==> src/rtl/stopwatch_counter_if.sv <==
// stopwatch_counter_if
// Control inputs and BCD display outputs of the stopwatch counting core.
// The master side drives the tick and button pulses and observes the
// display. The slave side is the counter itself.

interface stopwatch_counter_if;
  logic       tick_in;
  logic       start_stop;
  logic       clear;
  logic       lap;
  logic [3:0] digit0;
  logic [3:0] digit1;
  logic [3:0] digit2;
  logic [3:0] digit3;
  logic       running;
  logic       overflow;
  logic       lap_active;

  modport master (
    output tick_in, start_stop, clear, lap,
    input  digit0, digit1, digit2, digit3, running, overflow, lap_active
  );

  modport slave (
    input  tick_in, start_stop, clear, lap,
    output digit0, digit1, digit2, digit3, running, overflow, lap_active
  );
endinterface

==> src/rtl/stopwatch_counter.sv <==
// stopwatch_counter
// BCD M:SS.T time-keeping core. It synchronises the 0.1 s square wave from
// the clock divider and turns each rising edge into a single-cycle count
// enable. It then advances a cascaded BCD count under start/stop/clear
// control, and saturates at MAX_MIN:59.9 with a sticky overflow flag.
//
// Optional feature macro: LAP_HOLD_EN
//   When defined, a lap pulse while running freezes the display on a
//   snapshot of the count. The live count keeps advancing underneath.
//   When undefined, lap is ignored and lap_active is tied low.
//
// SYNC_STAGES must be at least 2.

module stopwatch_counter #(
  parameter int SYNC_STAGES = 2,
  parameter int MAX_MIN     = 9
) (
  input  logic               clockin,
  input  logic               reset,
  stopwatch_counter_if.slave sw
);

  typedef enum logic [1:0] {
    IDLE = 2'd0,
    RUN  = 2'd1,
    STOP = 2'd2
  } state_t;

  localparam logic [3:0] MaxMin = 4'(MAX_MIN);

  state_t                 state_q;
  logic [SYNC_STAGES-1:0] sync_q;
  logic                   delay_q;
  logic                   tick;

  logic [3:0] cnt0_q, cnt1_q, cnt2_q, cnt3_q;
  logic [3:0] cnt0_d, cnt1_d, cnt2_d, cnt3_d;
  logic       running_q;
  logic       overflow_q;
  logic       at_full;

  // Bring tick_in into the clockin domain and keep one extra delayed copy for edge detection
  always_ff @(posedge clockin or posedge reset) begin
    if (reset) begin
      sync_q  <= '0;
      delay_q <= 1'b0;
    end else begin
      sync_q  <= {sync_q[SYNC_STAGES-2:0], sw.tick_in};
      delay_q <= sync_q[SYNC_STAGES-1];
    end
  end

  assign tick = sync_q[SYNC_STAGES-1] & ~delay_q;

  assign at_full = (cnt3_q == MaxMin) && (cnt2_q == 4'd5) &&
                   (cnt1_q == 4'd9) && (cnt0_q == 4'd9);

  // Incremented BCD count with the tenths -> seconds -> tens -> minutes carry chain
  always_comb begin
    cnt0_d = cnt0_q;
    cnt1_d = cnt1_q;
    cnt2_d = cnt2_q;
    cnt3_d = cnt3_q;
    if (cnt0_q == 4'd9) begin
      cnt0_d = 4'd0;
      if (cnt1_q == 4'd9) begin
        cnt1_d = 4'd0;
        if (cnt2_q == 4'd5) begin
          cnt2_d = 4'd0;
          cnt3_d = cnt3_q + 4'd1;
        end else begin
          cnt2_d = cnt2_q + 4'd1;
        end
      end else begin
        cnt1_d = cnt1_q + 4'd1;
      end
    end else begin
      cnt0_d = cnt0_q + 4'd1;
    end
  end

  // Run/stop/clear control, live count, saturation and the sticky overflow flag
  always_ff @(posedge clockin or posedge reset) begin
    if (reset) begin
      state_q    <= IDLE;
      cnt0_q     <= 4'd0;
      cnt1_q     <= 4'd0;
      cnt2_q     <= 4'd0;
      cnt3_q     <= 4'd0;
      running_q  <= 1'b0;
      overflow_q <= 1'b0;
    end else begin
      case (state_q)
        RUN: begin
          if (tick) begin
            if (at_full) begin
              overflow_q <= 1'b1;
              state_q    <= STOP;
              running_q  <= 1'b0;
            end else begin
              cnt0_q <= cnt0_d;
              cnt1_q <= cnt1_d;
              cnt2_q <= cnt2_d;
              cnt3_q <= cnt3_d;
            end
          end
          if (sw.start_stop) begin
            state_q   <= STOP;
            running_q <= 1'b0;
          end
        end
        IDLE, STOP: begin
          if (sw.clear) begin
            state_q    <= IDLE;
            cnt0_q     <= 4'd0;
            cnt1_q     <= 4'd0;
            cnt2_q     <= 4'd0;
            cnt3_q     <= 4'd0;
            overflow_q <= 1'b0;
            running_q  <= 1'b0;
          end else if (sw.start_stop && !overflow_q) begin
            state_q   <= RUN;
            running_q <= 1'b1;
          end
        end
        default: begin
          state_q   <= IDLE;
          running_q <= 1'b0;
        end
      endcase
    end
  end

  assign sw.running  = running_q;
  assign sw.overflow = overflow_q;

`ifdef LAP_HOLD_EN
  logic       lap_active_q;
  logic [3:0] snap0_q, snap1_q, snap2_q, snap3_q;

  // Lap freeze: a snapshot is taken on the first lap pulse and released on the next; leaving RUN always releases it
  always_ff @(posedge clockin or posedge reset) begin
    if (reset) begin
      lap_active_q <= 1'b0;
      snap0_q      <= 4'd0;
      snap1_q      <= 4'd0;
      snap2_q      <= 4'd0;
      snap3_q      <= 4'd0;
    end else if (state_q == RUN) begin
      if (sw.start_stop || (tick && at_full)) begin
        lap_active_q <= 1'b0;
      end else if (sw.lap) begin
        if (!lap_active_q) begin
          snap0_q      <= cnt0_q;
          snap1_q      <= cnt1_q;
          snap2_q      <= cnt2_q;
          snap3_q      <= cnt3_q;
          lap_active_q <= 1'b1;
        end else begin
          lap_active_q <= 1'b0;
        end
      end
    end else begin
      lap_active_q <= 1'b0;
    end
  end

  assign sw.lap_active = lap_active_q;
  assign sw.digit0     = lap_active_q ? snap0_q : cnt0_q;
  assign sw.digit1     = lap_active_q ? snap1_q : cnt1_q;
  assign sw.digit2     = lap_active_q ? snap2_q : cnt2_q;
  assign sw.digit3     = lap_active_q ? snap3_q : cnt3_q;
`else
  logic unused_lap;
  assign unused_lap    = sw.lap;
  assign sw.lap_active = 1'b0;
  assign sw.digit0     = cnt0_q;
  assign sw.digit1     = cnt1_q;
  assign sw.digit2     = cnt2_q;
  assign sw.digit3     = cnt3_q;
`endif

endmodule

==> src/flat_wrapper.sv <==
// flat-port wrapper written by rule: the top's interface ports become plain ports
module stopwatch_counter_flat 
#(
  parameter int SYNC_STAGES = 2,
  parameter int MAX_MIN     = 9
)
  (clockin, reset, sw_tick_in, sw_start_stop, sw_clear, sw_lap, sw_digit0, sw_digit1, sw_digit2, sw_digit3, sw_running, sw_overflow, sw_lap_active);
  stopwatch_counter_if sw_i ();
  input  logic clockin;
  input  logic reset;
  input wire logic [$bits(sw_i.tick_in)-1:0] sw_tick_in;
  input wire logic [$bits(sw_i.start_stop)-1:0] sw_start_stop;
  input wire logic [$bits(sw_i.clear)-1:0] sw_clear;
  input wire logic [$bits(sw_i.lap)-1:0] sw_lap;
  output wire logic [$bits(sw_i.digit0)-1:0] sw_digit0;
  output wire logic [$bits(sw_i.digit1)-1:0] sw_digit1;
  output wire logic [$bits(sw_i.digit2)-1:0] sw_digit2;
  output wire logic [$bits(sw_i.digit3)-1:0] sw_digit3;
  output wire logic [$bits(sw_i.running)-1:0] sw_running;
  output wire logic [$bits(sw_i.overflow)-1:0] sw_overflow;
  output wire logic [$bits(sw_i.lap_active)-1:0] sw_lap_active;
  assign sw_i.tick_in = sw_tick_in;
  assign sw_i.start_stop = sw_start_stop;
  assign sw_i.clear = sw_clear;
  assign sw_i.lap = sw_lap;
  assign sw_digit0 = sw_i.digit0;
  assign sw_digit1 = sw_i.digit1;
  assign sw_digit2 = sw_i.digit2;
  assign sw_digit3 = sw_i.digit3;
  assign sw_running = sw_i.running;
  assign sw_overflow = sw_i.overflow;
  assign sw_lap_active = sw_i.lap_active;
  stopwatch_counter #(.SYNC_STAGES(SYNC_STAGES), .MAX_MIN(MAX_MIN)) u_core (.clockin(clockin), .reset(reset), .sw(sw_i));
endmodule
==> config.mk <==
export PLATFORM = sky130hd
export DESIGN_NAME = stopwatch_counter_flat
export DESIGN_NICKNAME = d
export VERILOG_FILES = /design/src/rtl/stopwatch_counter_if.sv /design/src/rtl/stopwatch_counter.sv /design/src/flat_wrapper.sv
export SDC_FILE = /design/constraint.sdc
export NUM_CORES = 1
export LEC_CHECK = 0
export CORE_ASPECT_RATIO = 1.2
export CORE_MARGIN = 2
export CORE_UTILIZATION = 36
export CTS_BUF_LIST = sky130_fd_sc_hd__clkbuf_8
export DETAILED_ROUTE_END_ITERATION = 8
export MAX_ROUTING_LAYER = met4
export PLACE_DENSITY = 0.59
export SLEW_MARGIN = 15
export SYNTH_ARGS = -nofsm -noshare
export SYNTH_HDL_FRONTEND = slang
export SYNTH_SLANG_ARGS = --single-unit
==> constraint.sdc <==
create_clock -name clockin -period 2.3 [get_ports clockin]
set_input_delay 0.69 -clock clockin [delete_from_list [all_inputs] [get_ports clockin]]
set_output_delay 0.69 -clock clockin [all_outputs]
set_load 0.05 [all_outputs]
# Word-level counts from Yosys, hierarchy flattened
# Cells that the tools add are included.
# classes
shift,0
muxes,38
mul,0
eq_ne,16
magnitude_cmp,0
bitwise,2
addsub,4
n_div,0
reduce_logical,14
# ops
operator,n
4-bit 2-to-1 mux,18
4-bit case mux with 2 select lines,4
4-bit by 1-bit adder with 4-bit output (second input constant),4
4-bit equality test (second input constant),3
2-bit 2-to-1 mux,5
2-bit by 1-bit != test with 1-bit output (second input constant),5
3-bit by 2-bit != test with 1-bit output (second input constant),3
1-bit 2-to-1 mux,8
4-bit AND reduction,2
7-bit AND reduction,1
6-bit AND reduction,1
5-bit AND reduction,1
4-bit by 3-bit equality test with 1-bit output (second input constant),1
1-bit logical AND,4
2-bit != test (second input constant),2
1-bit case mux with 2 select lines,2
2-bit case mux with 2 select lines,1
3-bit AND reduction,1
2-bit by 1-bit equality test with 1-bit output (second input constant),1
2-bit equality test (second input constant),1
2-bit logical NOT,1
2-bit nonzero test,1
2-bit OR reduction,1
1-bit bitwise AND,1
other kinds (2),2
# totals
output_inout_bits,19
inputBits,6
latch_bits,0
rom_bits,0
ramBits,0
reg_bits,23
wordCells,83
memories,0

# Longest topological paths before layout
# Gate-level depths: netlist of the first run.
# logic_depth
depth_word,8
ltp_mapped,7
depth_no_buf,7

# Least setup slack after synthesis of the first run
# No wires, ideal clock.
# synth_timing
path_kind,register -> register
start,"register u_core.cnt3_q[1], in the netlist u_core.sw.digit3[1]"
end,"register u_core.cnt3_q[3], in the netlist u_core.sw.digit3[3]"
stages_incl_launch_ff,8
n_path_buf,0
setup_slack_ns,0.206
required_time_ns,2.176
period_less_slack_ns,2.094
t_arrival_ns,1.970
setup_time_ns,0.124
path_cell_list,dfrtp_1 -> inv_1 -> ha_1 -> and3b_1 -> a211oi_2 -> and2_1 -> a21oi_1 -> a211o_1
# synth_via
elab_chain_cells,7
elab_cells_between_ends,13
cone_classes,add/sub: 1; eq/ne: 2; mux: 6; reduce/logical: 4
# synth_rtl
element,line,rtl
"start, declared",stopwatch_counter.sv:36,"logic [3:0] cnt0_q, cnt1_q, cnt2_q, cnt3_q;"
"start signal, assigned",stopwatch_counter.sv:104,cnt3_q <= cnt3_d;
4-bit by 1-bit adder with 4-bit output,stopwatch_counter.sv:70,cnt3_d = cnt3_q + 4'd1;
4-bit 2-to-1 mux,stopwatch_counter.sv:68,if (cnt2_q == 4'd5) begin
4-bit 2-to-1 mux,stopwatch_counter.sv:66,if (cnt1_q == 4'd9) begin
4-bit 2-to-1 mux,stopwatch_counter.sv:64,if (cnt0_q == 4'd9) begin
4-bit 2-to-1 mux,stopwatch_counter.sv:96,if (at_full) begin
4-bit 2-to-1 mux,stopwatch_counter.sv:95,if (tick) begin
4-bit case mux with 2 select lines,stopwatch_counter.sv:93,case (state_q)
# Several ways; a longest one is shown, not always the timed one. The select of a mux whose other input is x is not followed.
# A chain may end at the register's enable or synchronous reset.

# Worst setup path in the final report of the first run
# layout_timing
start,"register u_core.cnt1_q[2], in the netlist u_core.sw.digit1[2]"
end,output sw_digit1[2]
# layout_rtl
element,line,rtl
"start, declared",stopwatch_counter.sv:36,
"start signal, assigned",stopwatch_counter.sv:102,cnt1_q <= cnt1_d;
"end, declared",flat_wrapper.sv:16,output wire logic [$bits(sw_i.digit1)-1:0] sw_digit1;
# No word-level cell between the ends.

==> results of run 1 <==
[worst min-delay path by stage]
stage | slack, ps | end | depth (start not counted) | start
after floorplan | 330 | u_core.sync_q[1] | 0 | u_core.sync_q[0]
after global placement | 340 | u_core.sync_q[1] | 0 | u_core.sync_q[0]
after detailed placement | 340 | u_core.sync_q[1] | 0 | u_core.sync_q[0]
after CTS | 360 | u_core.sync_q[1] | 0 | u_core.sync_q[0]
after global routing | 360 | u_core.sync_q[1] | 0 | u_core.sync_q[0]
final | 360 | u_core.sync_q[1] | 0 | u_core.sync_q[0]
[Yosys cell counts, types with 2 or more instances]
library cell	count
dfrtp_1	22
nand2_1	9
ha_1	8
inv_1	7
o21ai_0	7
o21ai_1	6
a21oi_1	5
nand2b_1	4
nand3b_1	4
nand4_1	4
nor2_1	4
a31oi_1	3
and3_1	3
a21oi_4	2
a22o_1	2
and2b_2	2
nand3_1	2
nor3b_1	2
o31ai_1	2
[routing by layer]
layer / track usage / vias to the layer above / wire length, um
li1: - / 506 / -
met4: 0.0620 / 0 / 36
met2: 0.233 / 17 / 1280
met1: 0.174 / 475 / 1200
met5: - / - / 0
met3: 0.0280 / 4 / 82
[cells by family (layout without fill, tap and decap cells)]
group	Yosys count	count (layout)
compound gates	35	35
xor+xnor	1	1
fa+ha+maj	8	8
buf+inv	11	37
flops	22	22
mux	2	2
other cells	1	1
simple gates	44	44
[sequential cells by signal, indices dropped and copies added, names as in the netlist]
signal,cells
u_core.delay_q,1
u_core.state_q,1
u_core.sw.digit0,4
u_core.sw.digit1,4
u_core.sw.digit2,4
u_core.sw.digit3,4
u_core.sw.overflow,1
u_core.sw.running,1
u_core.sync_q,2
[metrics by stage]
stage	total power, mW	cell area (sq um)	hold WS [ps]	std cells	util
CTS	1.11	1610	358	187	0.479
global placement	0.737	1540	335	183	0.458
global route	1.15	1620	362	187	0.480
finish	1.10	1620	355	187	0.480
detailed placement	0.741	1540	337	183	0.458
floorplan	0.650	1280	331	124	-
[area by class of cell]
type	count	area (sq um)
fillers	303	1750
multi-input cells	91	672
flip-flops and latches	22	551
repair buffers	26	250
well taps	37	46.3
clock buffers	3	41.3
clock inverters	1	30.0
inverters	7	26.3
[power groups by stage]
stage	clock network, mW	registers, mW	logic, mW
after CTS	0.380	0.450	0.284
final	0.368	0.449	0.281
after detailed placement	0	0.458	0.283
after floorplan	0	0.536	0.114
after global routing	0.389	0.456	0.305
after global placement	0	0.457	0.280
[repair_timing]
item | in CTS | in global routing
gates resized for setup | 0 | 1
endpoints found under the hold margin | 0 | 0
setup endpoints to repair | 0 | 1
hold buffers | 0 | 0
[layout by cell type, fill, tap and decap left out, types with 5 or more instances in the layout]
cell type and n:
dfrtp_1 22, buf_4 9, inv_1 7, a21oi_1 5, o21ai_0 7, nand2_1 9
ha_1 8, o21ai_1 6, clkdlybuf4s50_1 15
==> flow_summary.yaml, run 1 <==
outcome:
  outcome: "finished clean"
placed_design:
  hpwl_um: 1910
  place_ws_ps: 306
  gp_congestion: 0.762
  io_buffers: 22
synthesis:
  syn_nets: 138
  yosysTopAreaCell: "dfrtp_1"
  synth_cell_type_count: 45
  synth-seq-cells: 22
  syn_area_sq_um: 1280
  yosysSeqAreaShare: 0.431
  synth_fa_ha_area_frac: 0.0784
  synthCells: 124
  muxShareOfSynthArea: 0.0167
  synth_top_family_by_area: "simple AND/OR/NAND/NOR gates"
  synthSimpleGateAreaFrac: 0.228
  synth_edf_count: 0
  synth-compound-area-share: 0.193
  synth_warnings: 0
  synth_area_per_cell_sq_um: 10.3
  synthXorXnorAreaFrac: 0.00686
  ys.flop_type: "dfrtp_1"
  synth_area_leaders: "dfrtp_1 (43%), ha_1 (7.8%), o21ai_0 (2.7%), nand2_1 (2.6%), a21oi_4 (2.5%)"
  synthArstFlopShare: 1.00
  netlist.area_leader.share: 0.431
clock_network:
  clk_pin_slew_ps: 90
  cts_tree: "built"
  cts_root_buf: "clkbuf_8"
  cts_setup_buffers: 0
  clockBufferDepth: 2
  htree_num_levels: 1
  numCtsBuffers: 3
  cts_sinks: 22
  clock_latency_ps: 270
sta:
  max_slew_margin: 0.659
  hold_violations: 0
  min_period_ps: 2240
  fin_skew_ps: 8.26
  timing.final.crit_share: 0.972
  setup_ws_ps: 64.9
  grt_setup_unrepaired: "no"
  worst_pin_slew_ps: 510
  tns_ps: 0
  setup_viol: 0
  max_freq_ghz: 0.447
  final_max_slew_viol_count: 0
setup_path:
  r2r_cells: 6
  ff2ff_setup_slack_ps: 350
  critPathCapture: "sw_digit1[2]"
  cpLargestDelayFamily: "buffers and inverters"
  crit_fanout: 6
  worst-path-stages: 1
  endpoint_kind: "primary output"
  worstReg2RegStart: "u_core.sw.digit3[0]"
  worstSetupPathType: "reg -> out"
  cpPeakStageDelay_ps: 830
  crit_path_start: "u_core.sw.digit1[2]"
  worst_ep_arrival_time_ps: 1550
  cp.required_ps: 1610
  cp_cell_sequence: "clkdlybuf4s50_1"
  worstSetupStartpointType: "flop"
  timing.rr.end: "u_core.sw.digit3[3]"
  cp_slowest_cell: "clkdlybuf4s50_1"
  worst-path-buf-inv: 1
power_and_ir_drop:
  p_leak_nw: 0.767
  power_frac_clock: 0.335
  combPwrFrac: 0.256
  switching_share: 0.317
  p_switching_mw: 0.348
  internal_power_mw: 0.750
  pwr-share-seq: 0.409
  powerDensity_nw_per_um2: 679
  peakVddDrop_uv: 350
floorplan:
  core_area_sq_um: 3370
  rows: 23
  die-area_sq_um: 4040
  die_x_um: 58.4
  ios: 25
  start_util: 0.379
  die_h_um: 69.2
grt:
  grt_pass1_wl_um: 4520
  grt_pass1_vias: 1016
  grtUsageTotal: 0.145
  grt_overflow_total: 0
  antenna_found_initial: 0
  grt_max_degree: 23
drt:
  via_count: 1002
  drt_first_iter_violations: 21
  wire_per_inst_um: 13.9
  via_per_inst: 5.36
  wirelength_um: 2590
  antenna_left: 0
  drc_errors: 0
  firstDrtPassIters: 4
finish:
  final_nets: 165
  area_delta_synth_final_pct: 26.7
  n_antenna_cell: 0
  drive_gt1_frac: 0.180
flow_run:
  maxCapViolations: 0
worst_hold_path:
  holdCritPathClass: "reg -> reg"
Note: power is estimated with default switching activity, not from simulation.
==> run 2, diff against run 1 <==
--- a/config.mk
+++ b/config.mk
@@ -6,12 +6,12 @@
 export NUM_CORES = 1
 export LEC_CHECK = 0
 export CORE_ASPECT_RATIO = 1.2
-export CORE_MARGIN = 2
+export CORE_MARGIN = 1
 export CORE_UTILIZATION = 36
 export CTS_BUF_LIST = sky130_fd_sc_hd__clkbuf_8
 export DETAILED_ROUTE_END_ITERATION = 8
 export MAX_ROUTING_LAYER = met4
-export PLACE_DENSITY = 0.59
+export PLACE_DENSITY = 0.65
 export SLEW_MARGIN = 15
 export SYNTH_ARGS = -nofsm -noshare
 export SYNTH_HDL_FRONTEND = slang
==> flow_summary.yaml, run 2 (synthesis results as in run 1) <==
setup_path:
  timing.rr.end: "u_core.sw.digit3[3]"
  ff2ff_setup_slack_ps: 330
  worst-path-buf-inv: 1
  endpoint_kind: "primary output"
  cp_slowest_cell: "clkdlybuf4s50_1"
  cp.required_ps: 1610
  worst_ep_arrival_time_ps: 1560
  cp_cell_sequence: "clkdlybuf4s50_1"
  worstReg2RegStart: "u_core.sw.digit3[0]"
  r2r_cells: 6
  crit_fanout: 6
  worstSetupPathType: "reg -> out"
  worstSetupStartpointType: "flop"
  cpPeakStageDelay_ps: 850
  cpLargestDelayFamily: "buffers and inverters"
grt:
  grt_overflow_total: 0
  grt_pass1_vias: 995
  grt_max_degree: 23
  grt_pass1_wl_um: 4380
  grtUsageTotal: 0.154
  antenna_found_initial: 0
floorplan:
  ios: 25
  die-area_sq_um: 3790
  die_h_um: 67.2
  core_area_sq_um: 3370
  rows: 23
  start_util: 0.379
  die_x_um: 56.4
drt:
  wire_per_inst_um: 14.1
  firstDrtPassIters: 4
  wirelength_um: 2600
  drt_first_iter_violations: 21
  via_per_inst: 5.51
  drc_errors: 0
  antenna_left: 0
  via_count: 1019
finish:
  drive_gt1_frac: 0.162
  layout_commonest_cell: "dfrtp_1"
  final_core_util: 0.471
  final_nets: 163
  nFillCells: 309
  final_cell_mix: "dfrtp_1 (22), clkdlybuf4s50_1 (17), nand2_1 (9)"
  area_delta_synth_final_pct: 24.2
  n_antenna_cell: 0
  fin_area_sq_um: 1590
sta:
  timing.final.crit_share: 0.976
  hold_violations: 0
  worst_pin_slew_ps: 514
  min_period_ps: 2250
  grt_setup_unrepaired: "no"
  max_freq_ghz: 0.445
  max_slew_margin: 0.657
  setup_viol: 0
  tns_ps: 0
  setup_ws_ps: 54.3
  fin_skew_ps: 3.65
  final_max_slew_viol_count: 0
placed_design:
  gp_congestion: 0.759
  hpwl_um: 1880
  place_ws_ps: 167
  placed_area_sq_um: 1530
  io_buffers: 22
clock_network:
  htree_num_levels: 1
  clk_pin_slew_ps: 80
  cts_root_buf: "clkbuf_8"
  cts-resized-gates: 0
  holdBufCountCts: 0
  numCtsBuffers: 3
  clockBufferDepth: 2
  cts_tree: "built"
  cts_sinks: 22
  clock_latency_ps: 260
  cts_setup_buffers: 0
worst_hold_path:
  worstHoldPathCells: 0
  holdPathEnd: "u_core.sync_q[1]"
  hp-start: "u_core.sync_q[0]"
  holdCritPathClass: "reg -> reg"
outcome:
  outcome: "finished clean"
power_and_ir_drop:
  powerDensity_nw_per_um2: 639
  p_total_mw: 1.01
  peakVddDrop_uv: 410
  p_leak_nw: 0.730
flow_run:
  maxCapViolations: 0
[run 2: metrics by stage]
step	hold slack, ps	cells
6_report	360	185
5_1_grt	377	185
4_1_cts	355	185
3_5_place_dp	336	181
3_3_place_gp	333	181
2_1_floorplan	331	124
[run 2: worst max-delay path by stage]
| stage | start | to | cells past startpoint |
|---|---|---|---|
| finish | u_core.sw.digit1[1] | sw_digit1[1] | 1 |
| global route | u_core.sw.digit1[1] | sw_digit1[1] | 1 |
| CTS | u_core.sw.digit1[1] | sw_digit1[1] | 1 |
| detailed placement | sw_clear | u_core.sw.digit2[3] | 5 |
| global placement | sw_clear | u_core.sw.digit2[3] | 5 |
| floorplan | u_core.sw.digit3[1] | u_core.sw.digit3[3] | 7 |
[run 2: routing by layer]
layer,vias up,share of wire,global-route usage
met2,16,0.50,0.269
met4,0,0.0096,0.0640
met1,501,0.46,0.175
li1,500,-,-
met5,-,0,-
met3,2,0.029,0.0307
[run 2: power breakdown]
part           internal (mW)  switching [mW]  total (mW)  leakage, nW
Combinational          0.103           0.180       0.283        0.405
Sequential             0.415          0.0352       0.450        0.296
Clock                  0.153           0.127       0.280       0.0288
[run 2: layout make-up]
cell class	count	area [sq um]	share of cell area
clock buffer	4	55.1	0.0347
inverter	7	26.3	0.0166
multi-input combinational	91	672	0.424
sequential	22	551	0.347
tap	37	46.3	0.0292
timing repair buffer	24	235	0.148
==> run 3, diff against run 2 <==
==> constraint.sdc (replaced) <==
create_clock -name clockin -period 2.1 [get_ports clockin]
set_input_delay 0.63 -clock clockin [delete_from_list [all_inputs] [get_ports clockin]]
set_output_delay 0.63 -clock clockin [all_outputs]
set_load 0.05 [all_outputs]
==> flow_summary.yaml, run 3 (synthesis results as in run 1) <==
outcome:
  outcome: "finished clean"
clock_network:
  numCtsBuffers: 3
  cts_setup_buffers: 0
  clock_latency_ps: 260
  cts_tree: "built"
  cts-resized-gates: 0
  holdBufCountCts: 0
  cts_root_buf: "clkbuf_8"
  clockBufferDepth: 2
  htree_num_levels: 1
  clk_pin_slew_ps: 80
  cts_sinks: 22
setup_path:
  r2r_cells: 6
  worstSetupStartpointType: "flop"
  crit_fanout: 6
  worst_ep_arrival_time_ps: 2120
  timing.rr.end: "u_core.sw.digit3[3]"
  cp.required_ps: 2250
  worstReg2RegStart: "u_core.sw.digit3[0]"
  endpoint_kind: "flop"
  ff2ff_setup_slack_ps: 140
  worstSetupPathType: "reg -> reg"
finish:
  nFillCells: 313
  fin_area_sq_um: 1570
  layout_commonest_cell: "dfrtp_1"
  n_antenna_cell: 0
  final_cells: 187
  area_delta_synth_final_pct: 22.8
  seqCellArea_sq_um: 551
  multi_input_area_sq_um: 672
  final_nets: 165
  final_cell_mix: "dfrtp_1 (22), buf_4 (21), nand2_1 (9)"
  final_core_util: 0.466
  drive_gt1_frac: 0.260
worst_hold_path:
  holdCritPathClass: "reg -> reg"
  holdPathEnd: "u_core.sync_q[1]"
  worstHoldPathCells: 0
  hp-start: "u_core.sync_q[0]"
sta:
  grt_setup_unrepaired: "no"
  max_freq_ghz: 0.509
  min_period_ps: 1960
  timing.final.crit_share: 0.935
  final_max_slew_viol_count: 0
  hold_violations: 0
  setup_viol: 0
  fin_skew_ps: 4.56
  tns_ps: 0
power_and_ir_drop:
  peakVddDrop_uv: 368
  p_total_mw: 1.10
  p_leak_nw: 0.765
  powerDensity_nw_per_um2: 705
floorplan:
  ios: 25
  rows: 23
  die-area_sq_um: 3790
  core_area_sq_um: 3370
  die_h_um: 67.2
  die_x_um: 56.4
  start_util: 0.379
grt:
  grt_pass1_wl_um: 4290
  grt_pass1_vias: 953
  grtUsageTotal: 0.148
  antenna_found_initial: 0
  grt_overflow_total: 0
  grt_max_degree: 23
drt:
  drt_first_iter_violations: 43
  wire_per_inst_um: 13.7
  antenna_left: 0
  via_count: 1018
  wirelength_um: 2560
  firstDrtPassIters: 4
  via_per_inst: 5.44
  drc_errors: 0
placed_design:
  io_buffers: 22
  placedCellCount: 183
  gp_congestion: 0.798
  placed_area_sq_um: 1510
  hpwl_um: 1860
flow_run:
  maxCapViolations: 0
[run 3: cell types whose count changed in the layout (fill, tap and decap cells not counted), sizes merged]
cell           previous run  this run
clkdlybuf4s50            17         4
buf                       7        22
[run 3: per-layer routing]
metal / GRT usage / up-vias / wire, um
li1: - / 507 / -
met1: 0.186 / 489 / 1220
met2: 0.247 / 20 / 1230
met3: 0.0249 / 2 / 84
met4: 0.0457 / 0 / 19
met5: - / - / 0
[run 3: cell type report]
| type | count | area share |
|---|---|---|
| clock buffers | 4 | 0.0351 |
| inverters | 7 | 0.0168 |
| multi-input cells | 91 | 0.429 |
| flip-flops and latches | 22 | 0.351 |
| well taps | 37 | 0.0295 |
| repair buffers | 26 | 0.139 |
[run 3: through the flow]
stage	worst slack (ps)	hold slack (ps)
2_1_floorplan	5.75	331
3_3_place_gp	204	332
3_5_place_dp	158	345
4_1_cts	140	364
5_1_grt	19.4	385
6_report	136	363
[run 3: critical path: stages, from the launching register on]
cell	delay (ps)
dfrtp_1	450
ha_1	250
and3b_1	170
a211oi_2	320
and2_1	230
a21oi_1	120
a211o_1	310
[run 3: report_power, final]
| part | internal [mW] | switching, mW | leakage (nW) | total [mW] |
|---|---|---|---|---|
| Clock | 0.167 | 0.140 | 0.0288 | 0.307 |
| Combinational | 0.108 | 0.195 | 0.441 | 0.303 |
| Sequential | 0.454 | 0.0402 | 0.296 | 0.494 |
| Total | 0.730 | 0.375 | 0.765 | 1.10 |
[run 3: worst max-delay path by stage]
stage / cells past startpoint / end / start
6_report: 6 / u_core.sw.digit3[3] / u_core.sw.digit3[0]
3_3_place_gp: 6 / u_core.sw.digit3[3] / u_core.sw.digit3[0]
2_1_floorplan: 7 / u_core.sw.digit3[3] / u_core.sw.digit3[1]
3_5_place_dp: 6 / u_core.sw.digit3[3] / u_core.sw.digit3[0]
4_1_cts: 6 / u_core.sw.digit3[3] / u_core.sw.digit3[0]
5_1_grt: 7 / u_core.sw.digit3[3] / u_core.sw.digit3[1]
